===== src/rtl/onehot_mon_pkg.sv =====
`default_nettype none
// ============================================================================
//  Module      : onehot_mon_pkg
//  Description : Shared types and helpers for the one-hot state monitor.
//                Defines the monitor FSM state type and width-agnostic
//                helpers that test a vector for one-hot encoding and rotate
//                it left by one position within its live width.
//  Revision    : 1.0 - initial release
// ============================================================================
package onehot_mon_pkg;

    // Helpers work on a fixed-width carrier. Callers size-cast into and out
    // of it and pass the live width in n, so one function serves every N.
    localparam int c_VEC_W = 64;

    typedef enum logic [1:0] {
        MON_IDLE    = 2'd0,
        MON_TRACK   = 2'd1,
        MON_FAULT   = 2'd2,
        MON_RECOVER = 2'd3
    } mon_state_e;

    // Mask of the low n bits. n == c_VEC_W wraps to 0 - 1, i.e. all ones.
    function automatic logic [c_VEC_W-1:0] live_mask(input int n);
        live_mask = (c_VEC_W'(1) << n) - c_VEC_W'(1);
    endfunction

    // Exactly one bit set within the low n bits.
    function automatic logic is_onehot(input logic [c_VEC_W-1:0] vec,
                                       input int                 n);
        is_onehot = ($countones(vec & live_mask(n)) == 1);
    endfunction

    // Rotate left by one within the low n bits; the MSB wraps to bit 0.
    function automatic logic [c_VEC_W-1:0] rotl1(input logic [c_VEC_W-1:0] vec,
                                                 input int                 n);
        logic [c_VEC_W-1:0] v;
        v     = vec & live_mask(n);
        rotl1 = ((v << 1) | (v >> (n - 1))) & live_mask(n);
    endfunction

endpackage
`default_nettype wire


===== src/rtl/onehot_state_monitor_if.sv =====
`default_nettype none
// ============================================================================
//  Module      : onehot_state_monitor_if
//  Description : Bundle between the one-hot FSM side (master) and the
//                monitor (slave).
//                Master drives : en, clr, state
//                Slave drives  : onehot_ok, illegal_pulse, bad_trans,
//                                err_sticky, err_count, stuck, recover_req,
//                                last_good_state
//  Revision    : 1.0 - initial release
// ============================================================================
interface onehot_state_monitor_if #(
    parameter int N         = 3,
    parameter int ERR_CNT_W = 8
);
    logic                 en;
    logic                 clr;
    logic [N-1:0]         state;
    logic                 onehot_ok;
    logic                 illegal_pulse;
    logic                 bad_trans;
    logic                 err_sticky;
    logic [ERR_CNT_W-1:0] err_count;
    logic                 stuck;
    logic                 recover_req;
    logic [N-1:0]         last_good_state;

    modport master (
        output en, clr, state,
        input  onehot_ok, illegal_pulse, bad_trans, err_sticky,
               err_count, stuck, recover_req, last_good_state
    );

    modport slave (
        input  en, clr, state,
        output onehot_ok, illegal_pulse, bad_trans, err_sticky,
               err_count, stuck, recover_req, last_good_state
    );
endinterface
`default_nettype wire


===== src/rtl/sat_counter.sv =====
`default_nettype none
// ============================================================================
//  Module      : sat_counter
//  Description : Up-counter that saturates at LIMIT.
//                i_clr alone loads 0; i_clr with i_inc loads 1 (restart a
//                count on the current sample); i_inc alone counts up to
//                LIMIT and holds there.
//  Ports       : clk, rst (async, active-low), i_inc, i_clr, o_count
//  Revision    : 1.0 - initial release
// ============================================================================
module sat_counter #(
    parameter int               WIDTH = 8,
    parameter logic [WIDTH-1:0] LIMIT = '1
) (
    input  wire logic             clk,
    input  wire logic             rst,
    input  wire logic             i_inc,
    input  wire logic             i_clr,
    output logic      [WIDTH-1:0] o_count
);

    logic [WIDTH-1:0] r_count;

    always_ff @(posedge clk or negedge rst) begin
        if (!rst) begin
            r_count <= '0;
        end else if (i_clr) begin
            r_count <= i_inc ? WIDTH'(1) : '0;
        end else if (i_inc && (r_count != LIMIT)) begin
            r_count <= r_count + WIDTH'(1);
        end
    end

    assign o_count = r_count;

endmodule
`default_nettype wire


===== src/rtl/onehot_state_monitor.sv =====
`default_nettype none
// ============================================================================
//  Module      : onehot_state_monitor
//  Description : Registered checker downstream of a one-hot ring FSM.
//                Flags non-one-hot vectors and illegal ring steps, detects a
//                stuck state, keeps a saturating error count plus a sticky
//                error flag, and requests recovery after a run of
//                non-one-hot samples. One cycle of latency on all outputs.
//  Ports       : clk        - clock
//                rst        - asynchronous reset, active low
//                mon        - slave side of onehot_state_monitor_if
//                             (en, clr, state in; status/counters out)
//  Revision    : 1.0 - initial release
// ============================================================================
module onehot_state_monitor
    import onehot_mon_pkg::*;
#(
    parameter int N              = 3,
    parameter int ERR_CNT_W      = 8,
    parameter int DWELL_W        = 8,
    parameter int MAX_DWELL      = 16,
    parameter int RECOVER_THRESH = 2
) (
    input  wire logic                 clk,
    input  wire logic                 rst,
    onehot_state_monitor_if.slave     mon
);

    localparam int c_RUN_W = $clog2(RECOVER_THRESH + 1);

    mon_state_e           r_state;
    logic                 r_onehot_ok;
    logic                 r_illegal;
    logic                 r_bad_trans;
    logic                 r_sticky;
    logic                 r_recover;
    logic [N-1:0]         r_last_good;
    logic [ERR_CNT_W-1:0] r_err_count;
    logic [DWELL_W-1:0]   r_dwell;
    logic [c_RUN_W-1:0]   r_bad_run;

    logic                 w_ok;
    logic [N-1:0]         w_succ;
    logic                 w_tracking;
    logic                 w_hold;
    logic                 w_bad;
    logic                 w_illegal;
    logic                 w_run_hit;

    // ------------------------------------------------------------------
    // Sample classification
    // ------------------------------------------------------------------
    assign w_ok       = is_onehot(c_VEC_W'(mon.state), N);
    assign w_succ     = N'(rotl1(c_VEC_W'(r_last_good), N));
    // Transition checks only apply once a legal reference is being
    // tracked; first samples out of IDLE or FAULT are taken as-is.
    assign w_tracking = (r_state == MON_TRACK);
    assign w_hold     = w_tracking && w_ok && (mon.state == r_last_good);
    assign w_bad      = w_tracking && w_ok && !w_hold && (mon.state != w_succ);
    assign w_illegal  = !w_ok || w_bad;
    // This non-one-hot sample completes the run of RECOVER_THRESH.
    assign w_run_hit  = !w_ok && (int'(r_bad_run) >= (RECOVER_THRESH - 1));

    // ------------------------------------------------------------------
    // Counters
    // ------------------------------------------------------------------
    // A clr on the same sample as an error drops that error's count.
    sat_counter #(
        .WIDTH (ERR_CNT_W),
        .LIMIT ('1)
    ) u_err_cnt (
        .clk     (clk),
        .rst     (rst),
        .i_inc   (mon.en && w_illegal && !mon.clr),
        .i_clr   (mon.en && mon.clr),
        .o_count (r_err_count)
    );

    // Dwell: hold increments; any other legal sample restarts at 1
    // (clr+inc); non-one-hot or clr zeroes it.
    sat_counter #(
        .WIDTH (DWELL_W),
        .LIMIT (DWELL_W'(MAX_DWELL))
    ) u_dwell_cnt (
        .clk     (clk),
        .rst     (rst),
        .i_inc   (mon.en && w_ok && !mon.clr),
        .i_clr   (mon.en && (mon.clr || !w_ok || !w_hold)),
        .o_count (r_dwell)
    );

    // Run of consecutive non-one-hot samples; any legal sample ends it.
    sat_counter #(
        .WIDTH (c_RUN_W),
        .LIMIT (c_RUN_W'(RECOVER_THRESH))
    ) u_run_cnt (
        .clk     (clk),
        .rst     (rst),
        .i_inc   (mon.en && !w_ok),
        .i_clr   (mon.en && w_ok),
        .o_count (r_bad_run)
    );

    // ------------------------------------------------------------------
    // FSM with registered outputs
    // ------------------------------------------------------------------
    always_ff @(posedge clk or negedge rst) begin
        if (!rst) begin
            r_state     <= MON_IDLE;
            r_onehot_ok <= 1'b0;
            r_illegal   <= 1'b0;
            r_bad_trans <= 1'b0;
            r_sticky    <= 1'b0;
            r_recover   <= 1'b0;
            r_last_good <= '0;
        end else if (mon.en) begin
            r_onehot_ok <= w_ok;
            r_illegal   <= w_illegal;
            r_bad_trans <= w_bad;

            if (mon.clr) begin
                r_sticky <= 1'b0;
            end else if (w_illegal) begin
                r_sticky <= 1'b1;
            end

            // Legal samples always become the new reference, including a
            // bad transition, so the checker re-syncs to the FSM.
            if (w_ok) begin
                r_last_good <= mon.state;
            end

            case (r_state)
                MON_IDLE, MON_TRACK, MON_FAULT: begin
                    if (w_ok) begin
                        r_state   <= MON_TRACK;
                        r_recover <= 1'b0;
                    end else if (w_run_hit) begin
                        r_state   <= MON_RECOVER;
                        r_recover <= 1'b1;
                    end else begin
                        r_state   <= MON_FAULT;
                        r_recover <= 1'b0;
                    end
                end
                MON_RECOVER: begin
                    if (w_ok) begin
                        r_state   <= MON_TRACK;
                        r_recover <= 1'b0;
                    end
                end
                default: begin
                    r_state   <= MON_IDLE;
                    r_recover <= 1'b0;
                end
            endcase
        end else begin
            // Pulses never stretch across disabled cycles.
            r_illegal   <= 1'b0;
            r_bad_trans <= 1'b0;
        end
    end

    assign mon.onehot_ok       = r_onehot_ok;
    assign mon.illegal_pulse   = r_illegal;
    assign mon.bad_trans       = r_bad_trans;
    assign mon.err_sticky      = r_sticky;
    assign mon.err_count       = r_err_count;
    assign mon.stuck           = (r_dwell == DWELL_W'(MAX_DWELL));
    assign mon.recover_req     = r_recover;
    assign mon.last_good_state = r_last_good;

endmodule
`default_nettype wire


===== src/flat_wrapper.sv =====
// flat-port wrapper written by rule: the top's interface ports become plain ports
module onehot_state_monitor_flat import onehot_mon_pkg::*;
#(
    parameter int N              = 3,
    parameter int ERR_CNT_W      = 8,
    parameter int DWELL_W        = 8,
    parameter int MAX_DWELL      = 16,
    parameter int RECOVER_THRESH = 2
)
  (clk, rst, mon_en, mon_clr, mon_state, mon_onehot_ok, mon_illegal_pulse, mon_bad_trans, mon_err_sticky, mon_err_count, mon_stuck, mon_recover_req, mon_last_good_state);
  onehot_state_monitor_if #(.N(N), .ERR_CNT_W(ERR_CNT_W)) mon_i ();
  input  wire logic clk;
  input  wire logic rst;
  input wire logic [$bits(mon_i.en)-1:0] mon_en;
  input wire logic [$bits(mon_i.clr)-1:0] mon_clr;
  input wire logic [$bits(mon_i.state)-1:0] mon_state;
  output wire logic [$bits(mon_i.onehot_ok)-1:0] mon_onehot_ok;
  output wire logic [$bits(mon_i.illegal_pulse)-1:0] mon_illegal_pulse;
  output wire logic [$bits(mon_i.bad_trans)-1:0] mon_bad_trans;
  output wire logic [$bits(mon_i.err_sticky)-1:0] mon_err_sticky;
  output wire logic [$bits(mon_i.err_count)-1:0] mon_err_count;
  output wire logic [$bits(mon_i.stuck)-1:0] mon_stuck;
  output wire logic [$bits(mon_i.recover_req)-1:0] mon_recover_req;
  output wire logic [$bits(mon_i.last_good_state)-1:0] mon_last_good_state;
  assign mon_i.en = mon_en;
  assign mon_i.clr = mon_clr;
  assign mon_i.state = mon_state;
  assign mon_onehot_ok = mon_i.onehot_ok;
  assign mon_illegal_pulse = mon_i.illegal_pulse;
  assign mon_bad_trans = mon_i.bad_trans;
  assign mon_err_sticky = mon_i.err_sticky;
  assign mon_err_count = mon_i.err_count;
  assign mon_stuck = mon_i.stuck;
  assign mon_recover_req = mon_i.recover_req;
  assign mon_last_good_state = mon_i.last_good_state;
  onehot_state_monitor #(.N(N), .ERR_CNT_W(ERR_CNT_W), .DWELL_W(DWELL_W), .MAX_DWELL(MAX_DWELL), .RECOVER_THRESH(RECOVER_THRESH)) u_core (.clk(clk), .rst(rst), .mon(mon_i));
endmodule

===== config.mk =====
export PLATFORM = sky130hd
export DESIGN_NAME = onehot_state_monitor_flat
export DESIGN_NICKNAME = d
export VERILOG_FILES = /design/src/rtl/onehot_mon_pkg.sv /design/src/rtl/onehot_state_monitor_if.sv /design/src/rtl/sat_counter.sv /design/src/rtl/onehot_state_monitor.sv /design/src/flat_wrapper.sv
export SDC_FILE = /design/constraint.sdc
export NUM_CORES = 1
export LEC_CHECK = 0
export BUFFER_PORTS_ARGS = -buffer_cell sky130_fd_sc_hd__buf_2
export CELL_PAD_IN_SITES_DETAIL_PLACEMENT = 2
export CELL_PAD_IN_SITES_GLOBAL_PLACEMENT = 2
export CORE_ASPECT_RATIO = 0.6
export CORE_UTILIZATION = 35
export DETAILED_ROUTE_END_ITERATION = 10
export GPL_ROUTABILITY_DRIVEN = 0
export PLACE_DENSITY_LB_ADDON = 0.1
export SKIP_LAST_GASP = 1
export SYNTH_ARGS = -nofsm -noshare
export SYNTH_HDL_FRONTEND = slang
export SYNTH_SLANG_ARGS = --single-unit

===== constraint.sdc =====
create_clock -name clk -period 2.1 [get_ports clk]
set_input_delay 0.525 -clock clk [delete_from_list [all_inputs] [get_ports clk]]
set_output_delay 0.525 -clock clk [all_outputs]
set_load 0.01 [all_outputs]

**After elaboration in Yosys (flattened, before gate mapping)**

Cells that the tools add are included.
W data, S select, Z words.

- Logic and storage cells: 79
- Register bits after elaboration: 28
- Output and inout port bits: 17

- $lt $le $gt $ge: 1
- Reductions and logical operators: 30
- Mux-type cells: 21
- Bitwise logic cells: 1
- Equality and inequality tests: 11
- Add/subtract/negate cells: 5

Operator list:

| operator | number |
|---|---|
| $add A32 B1 Y32 | 1 |
| $eq A32 B2 Y1 const B | 1 |
| $mux W8 | 4 |
| $add A8 B1 Y8 const B | 2 |
| $logic_and A1 B1 Y1 | 15 |
| $mux W1 | 11 |
| $eq A8 B5 Y1 const B | 1 |
| $mux W2 | 4 |
| $ne A8 B5 Y1 const B | 1 |
| $ne A8 B8 Y1 const B | 1 |
| $reduce_bool A2 Y1 | 4 |
| $reduce_and A2 Y1 | 3 |
| $eq A2 B2 Y1 const B | 2 |
| $pmux W2 S2 | 1 |
| $eq A3 B3 Y1 | 1 |
| $logic_not A1 Y1 | 3 |
| $logic_or A1 B1 Y1 | 3 |
| $ne A3 B3 Y1 | 1 |
| $or A3 B1 Y3 | 1 |
| $reduce_or A3 Y1 | 1 |
| $add A1 B1 Y2 | 1 |
| $add A2 B1 Y2 const B | 1 |
| $eq A2 B1 Y1 const B | 1 |
| $ge A2 B1 Y1 const B | 1 |
| other kinds (4) | 4 |

**Logic depth before layout (Yosys ltp)**

- Word-level depth: 14
- Depth in mapped cells: 8
- Gate-level depth less buffers: 8

**Cells and area by module**

From an unflattened synthesis, not the netlist that was laid out.

- Cell total of the unflattened synthesis: 164
- Area, all modules: 1,654.1 µm²

By module, submodules not included:

| module | cells an instance | area each (µm²) | instances | sequential area each (µm²) |
|---|---|---|---|---|
| onehot_state_monitor | 57 | 608.1 | 1 | 250.2 |
| sat_counter (u_core.u_err_cnt) | 47 | 473.0 | 1 | 200.2 |
| sat_counter (u_core.u_dwell_cnt) | 48 | 455.4 | 1 | 200.2 |
| sat_counter (u_core.u_run_cnt) | 12 | 117.6 | 1 | 50.0 |

**Worst setup path before layout**

No wires, ideal clock.

- Kind: input port to flip-flop
- Start: in mon_state[0]
- End: reg u_core.r_sticky, in the netlist u_core.mon.err_sticky
- Setup time: 0.119 ns
- Data arrival time: 2.207 ns
- Data required time: 1.981 ns
- Buffers on the path: 1
- Setup slack: -0.226 ns
- Stages: 8
- Cells stage by stage: ha_1 -> ha_1 -> ha_1 -> or3b_2 -> a31oi_1 -> buf_2 -> nor2_1 -> o21a_1

- Cells in the longest elaborated chain, start to end: 11

RTL lines:

| what | line | text |
|---|---|---|
| start, declared | flat_wrapper.sv:16 | `input wire logic [$bits(mon_i.state)-1:0] mon_state;` |
| $add A1 B1 Y2 (implied by the code) | onehot_mon_pkg.sv:31 | `is_onehot = ($countones(vec & live_mask(n)) == 1);` |
| $add A32 B1 Y32 (implied by the code) | onehot_mon_pkg.sv:31 |  |
| $eq A32 B2 Y1 | onehot_mon_pkg.sv:31 |  |
| $logic_and A1 B1 Y1 | onehot_state_monitor.sv:58, onehot_state_monitor.sv:59 |  |
| $logic_and A1 B1 Y1 | onehot_state_monitor.sv:58 | `assign w_hold = w_tracking && w_ok && (mon.state == r_last_good);` |
| $logic_not A1 Y1 | onehot_state_monitor.sv:59 | `assign w_bad = w_tracking && w_ok && !w_hold && (mon.state != w_succ);` |
| $logic_and A1 B1 Y1 (2 in series) | onehot_state_monitor.sv:59 |  |
| $logic_or A1 B1 Y1 (*) | onehot_state_monitor.sv:60 | `assign w_illegal = !w_ok \|\| w_bad;` |
| $reduce_bool A2 Y1 (no line) (*) | - |  |
| $reduce_and A2 Y1 (no line) (*) | - |  |
| end signal, assigned | onehot_state_monitor.sv:113 | `r_sticky <= 1'b0;` |
| end signal, assigned | onehot_state_monitor.sv:122 | `r_sticky <= 1'b0;` |
| end signal, assigned | onehot_state_monitor.sv:124 | `r_sticky <= 1'b1;` |
| end, declared | onehot_state_monitor.sv:35 | `logic r_sticky;` |

Every way passes the cells marked *; elsewhere a longest branch is shown, timed or not.
A chain may end at the register's enable or synchronous reset.

**Worst setup path in the final report**

- Start: in mon_state[0]
- End: reg u_core.u_err_cnt.r_count[2], in the netlist u_core.u_err_cnt.o_count[2]

- Cells in the longest elaborated chain, start to end: 13

RTL lines:

| what | line | text |
|---|---|---|
| $add A1 B1 Y2 (implied by the code) | onehot_mon_pkg.sv:31 |  |
| $add A32 B1 Y32 (implied by the code) | onehot_mon_pkg.sv:31 |  |
| $eq A32 B2 Y1 | onehot_mon_pkg.sv:31 |  |
| $logic_and A1 B1 Y1 | onehot_state_monitor.sv:58, onehot_state_monitor.sv:59 |  |
| $logic_and A1 B1 Y1 | onehot_state_monitor.sv:58 |  |
| $logic_not A1 Y1 | onehot_state_monitor.sv:59 |  |
| $logic_and A1 B1 Y1 (2 in series) | onehot_state_monitor.sv:59 |  |
| $logic_or A1 B1 Y1 (*) | onehot_state_monitor.sv:60 |  |
| $logic_and A1 B1 Y1 (*) (2 in series) | onehot_state_monitor.sv:74 | `.i_inc (mon.en && w_illegal && !mon.clr),` |
| $logic_and A1 B1 Y1 (*) | sat_counter.sv:29 | `end else if (i_inc && (r_count != LIMIT)) begin` |
| $reduce_bool A2 Y1 (no line) (*) | - |  |
| end signal, assigned | sat_counter.sv:28 | `r_count <= i_inc ? WIDTH'(1) : '0;` |
| end signal, assigned | sat_counter.sv:30 | `r_count <= r_count + WIDTH'(1);` |
| end, declared | sat_counter.sv:22 | `logic [WIDTH-1:0] r_count;` |

Marked as above.

==> impl_results.md <==
* Grt total ovfl at 0
* GRT met1 Usage at 30.56%
* CP Data Arrival Time at 2270 ps
* Vias per inst at 5.191
* Share of cells above drive strength 1 at 35.20%
* Largest family of logic cells by synthesized area: simple AND/OR/NAND/NOR gates
* Clk slew on worst S/H paths at 100 ps
* Cell Area, Synth at 1529 um^2
* Unrepaired setup endpoints after global routing: true
* Iter 0 DRT Violations at 64
* Die Area at 4645 um^2
* Total GRT Usage at 21.42%
* Clock sink count at 28
* Synth warn at 0
* N_diodes at 0
* Count of pins over their slew limit at 0
* Worst setup EP type: flip-flop
* Minimum clock period at 2110 ps
* DRT Wirelength at 4641 um
* Setup Viol. Count Final at 1
* Maximum VDD drop at 0.0003427 V
* Fin Hold WS at 267.9 ps
* Failing checks: negative setup slack
* Die width at 87.33 um
* Required time worst endpoint at 2260 ps
* Post-synth EDFFs at 0
* Cell variety after synth at 42
* Num CTS Buffers at 3
* Vias in the first global route at 1374
* Synth Area in Compound Gates at 11.37%
* IO Port Bufs at 23
* Post-synthesis net count at 171
* Die Height at 53.20 um
* Synthesis-stage register bit count at 28
* Min-Delay Path Class: in2async
* First-pass GRT wire length at 7189 um
* DR pass1 iterations at 4
* Headroom to the max-slew limit at 54.96%
* Crit Path Category: in2reg
* Register Area at 700.7 um^2
* Gr busiest metal: met2
* Average footprint of a synthesized cell at 9.864 um^2
* Synth Flop Type: dfrtp_1
* CP max FO at 6
* Post-synth ARST share at 100.0%
* XOR/XNOR Fraction of Synth Area at 5.728%
* Multi-input logic area at 900.9 um^2
* Final net count at 213
* Hpwl dp at 3321 um
* Routed Antenna Nets at 0
* Max_cap viols at 0
* Cts hold-fix bufs at 0
* Outcome: finished, violations left
* CTS tree: built
* Post-Synth Simple-Gate Area at 20.54%
* Commonest non-fill, non-tap cell in the layout: dfrtp_1
* H-Tree Depth at 1
* Most frequent cells in the layout: dfrtp_1, nand2_1, buf_2, buf_4
* M3 GR Usage at 4.212%
* Clock tree buffer depth at 2
* Crit path launch type: input port
* Dpl cells at 247
* Via count at 1329
* Clock skew at 3.858 ps
* Initial Util at 36.90%
* Fin. Hold Viols at 0
* Core Footprint at 4144 um^2
* M2 GR Usage at 34.51%
* Clock latency on the worst-skew pair at 280 ps
* Area grow syn2layout at 34.53%
* Largest net degree at the start of global routing at 29
* Initial antenna violation count at 0
* Tot Pwr at 1.625 mW
* Cells after Synth at 155
* DRC violations left at 0
* CTS root buf: clkbuf_8
* Final WS setup at -9.704 ps
* Setup TNS at -9.704 ps
* Leak Pwr at 0.9178 nW
* Power per cell area at 789.9 nW/um^2
* Fmax at 0.4740 GHz
* DR WL/cell at 18.13 um
* Util after Layout at 49.64%
* Post-Synth Adder-Cell Area at 7.856%
* Slew @ Worst Pin at 675.6 ps
* Fin crit share at 100.5%
* I/O pin count at 24
* Fill count at 453
* Mux cell area share after synthesis at 4.664%
* Row cnt at 18
* Seq/Total Area, Yosys at 45.83%
* Post-route insts no fill at 256
-- what timing repair did --
item,4_1_cts,5_1_grt
buffers inserted,0,4
gates resized for setup,7,22
pin swaps,3,5
gates cloned,1,0
setup endpoints to repair,10,16
-- worst paths after layout --
| kind | start | depth (start not counted) | slack [ps] | to |
|---|---|---|---|---|
| setup / recovery | mon_state[0] | 10 | -10 | u_core.u_err_cnt.o_count[2] |
| hold / removal | rst | 1 | 270 | u_core.u_run_cnt.o_count[0] |
| setup reg to reg | u_core.r_state[0] | 5 | 180 | u_core.u_err_cnt.o_count[6] |
| hold reg to reg | u_core.mon.err_sticky | 1 | 500 | u_core.mon.err_sticky |
| max in group asynchronous | rst | 1 | 1400 | u_core.u_err_cnt.o_count[0] |
| min in group clk | u_core.mon.err_sticky | 1 | 500 | u_core.mon.err_sticky |
-- area by class of cell --
cell class / count / area share (%)
Clock buffer: 3 / 2.007
Clock inverter: 1 / 1.460
Inverter: 11 / 2.129
Multi-Input combinational cell: 113 / 43.80
Sequential cell: 28 / 34.06
Tap cell: 60 / 3.650
Timing Repair Buffer: 40 / 12.90
-- worst max-delay path, cell delays in order --
cell and delay (ps):
buf_4 130, ha_4 240, ha_4 160, ha_4 160
or3b_4 440, a31oi_4 190, buf_6 150, buf_4 110
nor3b_2 40, mux2i_1 110
-- cells by family (layout without fill, tap and decap cells) --
logic type,after synthesis,in the layout
and+or+nand+nor,61,61
muxes,7,7
adders and majority gates,9,9
xor gates and xnor gates,10,10
DFF,28,28
buffers and inverters,14,55
AOI/OAI and AO/OA,26,26
-- state kept, by name (all words and copies together) (netlist names), 2 cells and up --
name                        flops
u_core.u_dwell_cnt.o_count      8
u_core.u_err_cnt.o_count        8
u_core.mon.last_good_state      3
u_core.r_state                  2
u_core.u_run_cnt.o_count        2
-- metrics by stage --
stage / instance area (um^2) / setup slack, ps
2_1_floorplan: 1577 / -17.39
3_3_place_gp: 1834 / -326.6
3_5_place_dp: 1834 / -399.3
5_1_grt: 2057 / -56.88
6_report: 2057 / -9.704
4_1_cts: 1934 / -79.16
-- power by group --
group          switching (mW)  internal, mW  total, mW
logic                   0.268         0.223      0.492
registers              0.0831         0.616      0.699
clock network           0.178         0.256      0.434
-- cell usage after synthesis (2+ instances only) --
cell type | number | share of area [%]
and3_1 | 2 | 0.82
nand2_1 | 20 | 4.9
a21oi_1 | 2 | 0.65
nor2_1 | 10 | 2.5
nor4_1 | 2 | 0.82
nor3_1 | 2 | 0.65
a31oi_1 | 3 | 1.2
mux2i_1 | 6 | 3.9
nand3_1 | 9 | 2.9
xor2_1 | 2 | 1.1
o41ai_1 | 2 | 1.1
o21ai_0 | 8 | 2.6
o31ai_1 | 2 | 0.98
dfrtp_1 | 28 | 46
ha_1 | 8 | 6.5
or3_1 | 3 | 1.2
xnor2_1 | 8 | 4.6
inv_1 | 10 | 2.5
o311ai_0 | 2 | 1.1
o21a_1 | 2 | 0.98
nand4_1 | 3 | 1.2
-- routing by layer --
layer  vias to the layer above  share of wire (%)
li1                        630                  -
met1                       678                 51
met2                        19                 46
met3                         2                3.0
met4                         0               0.15
met5                         -                  0
(Power assumes the default switching activity.)
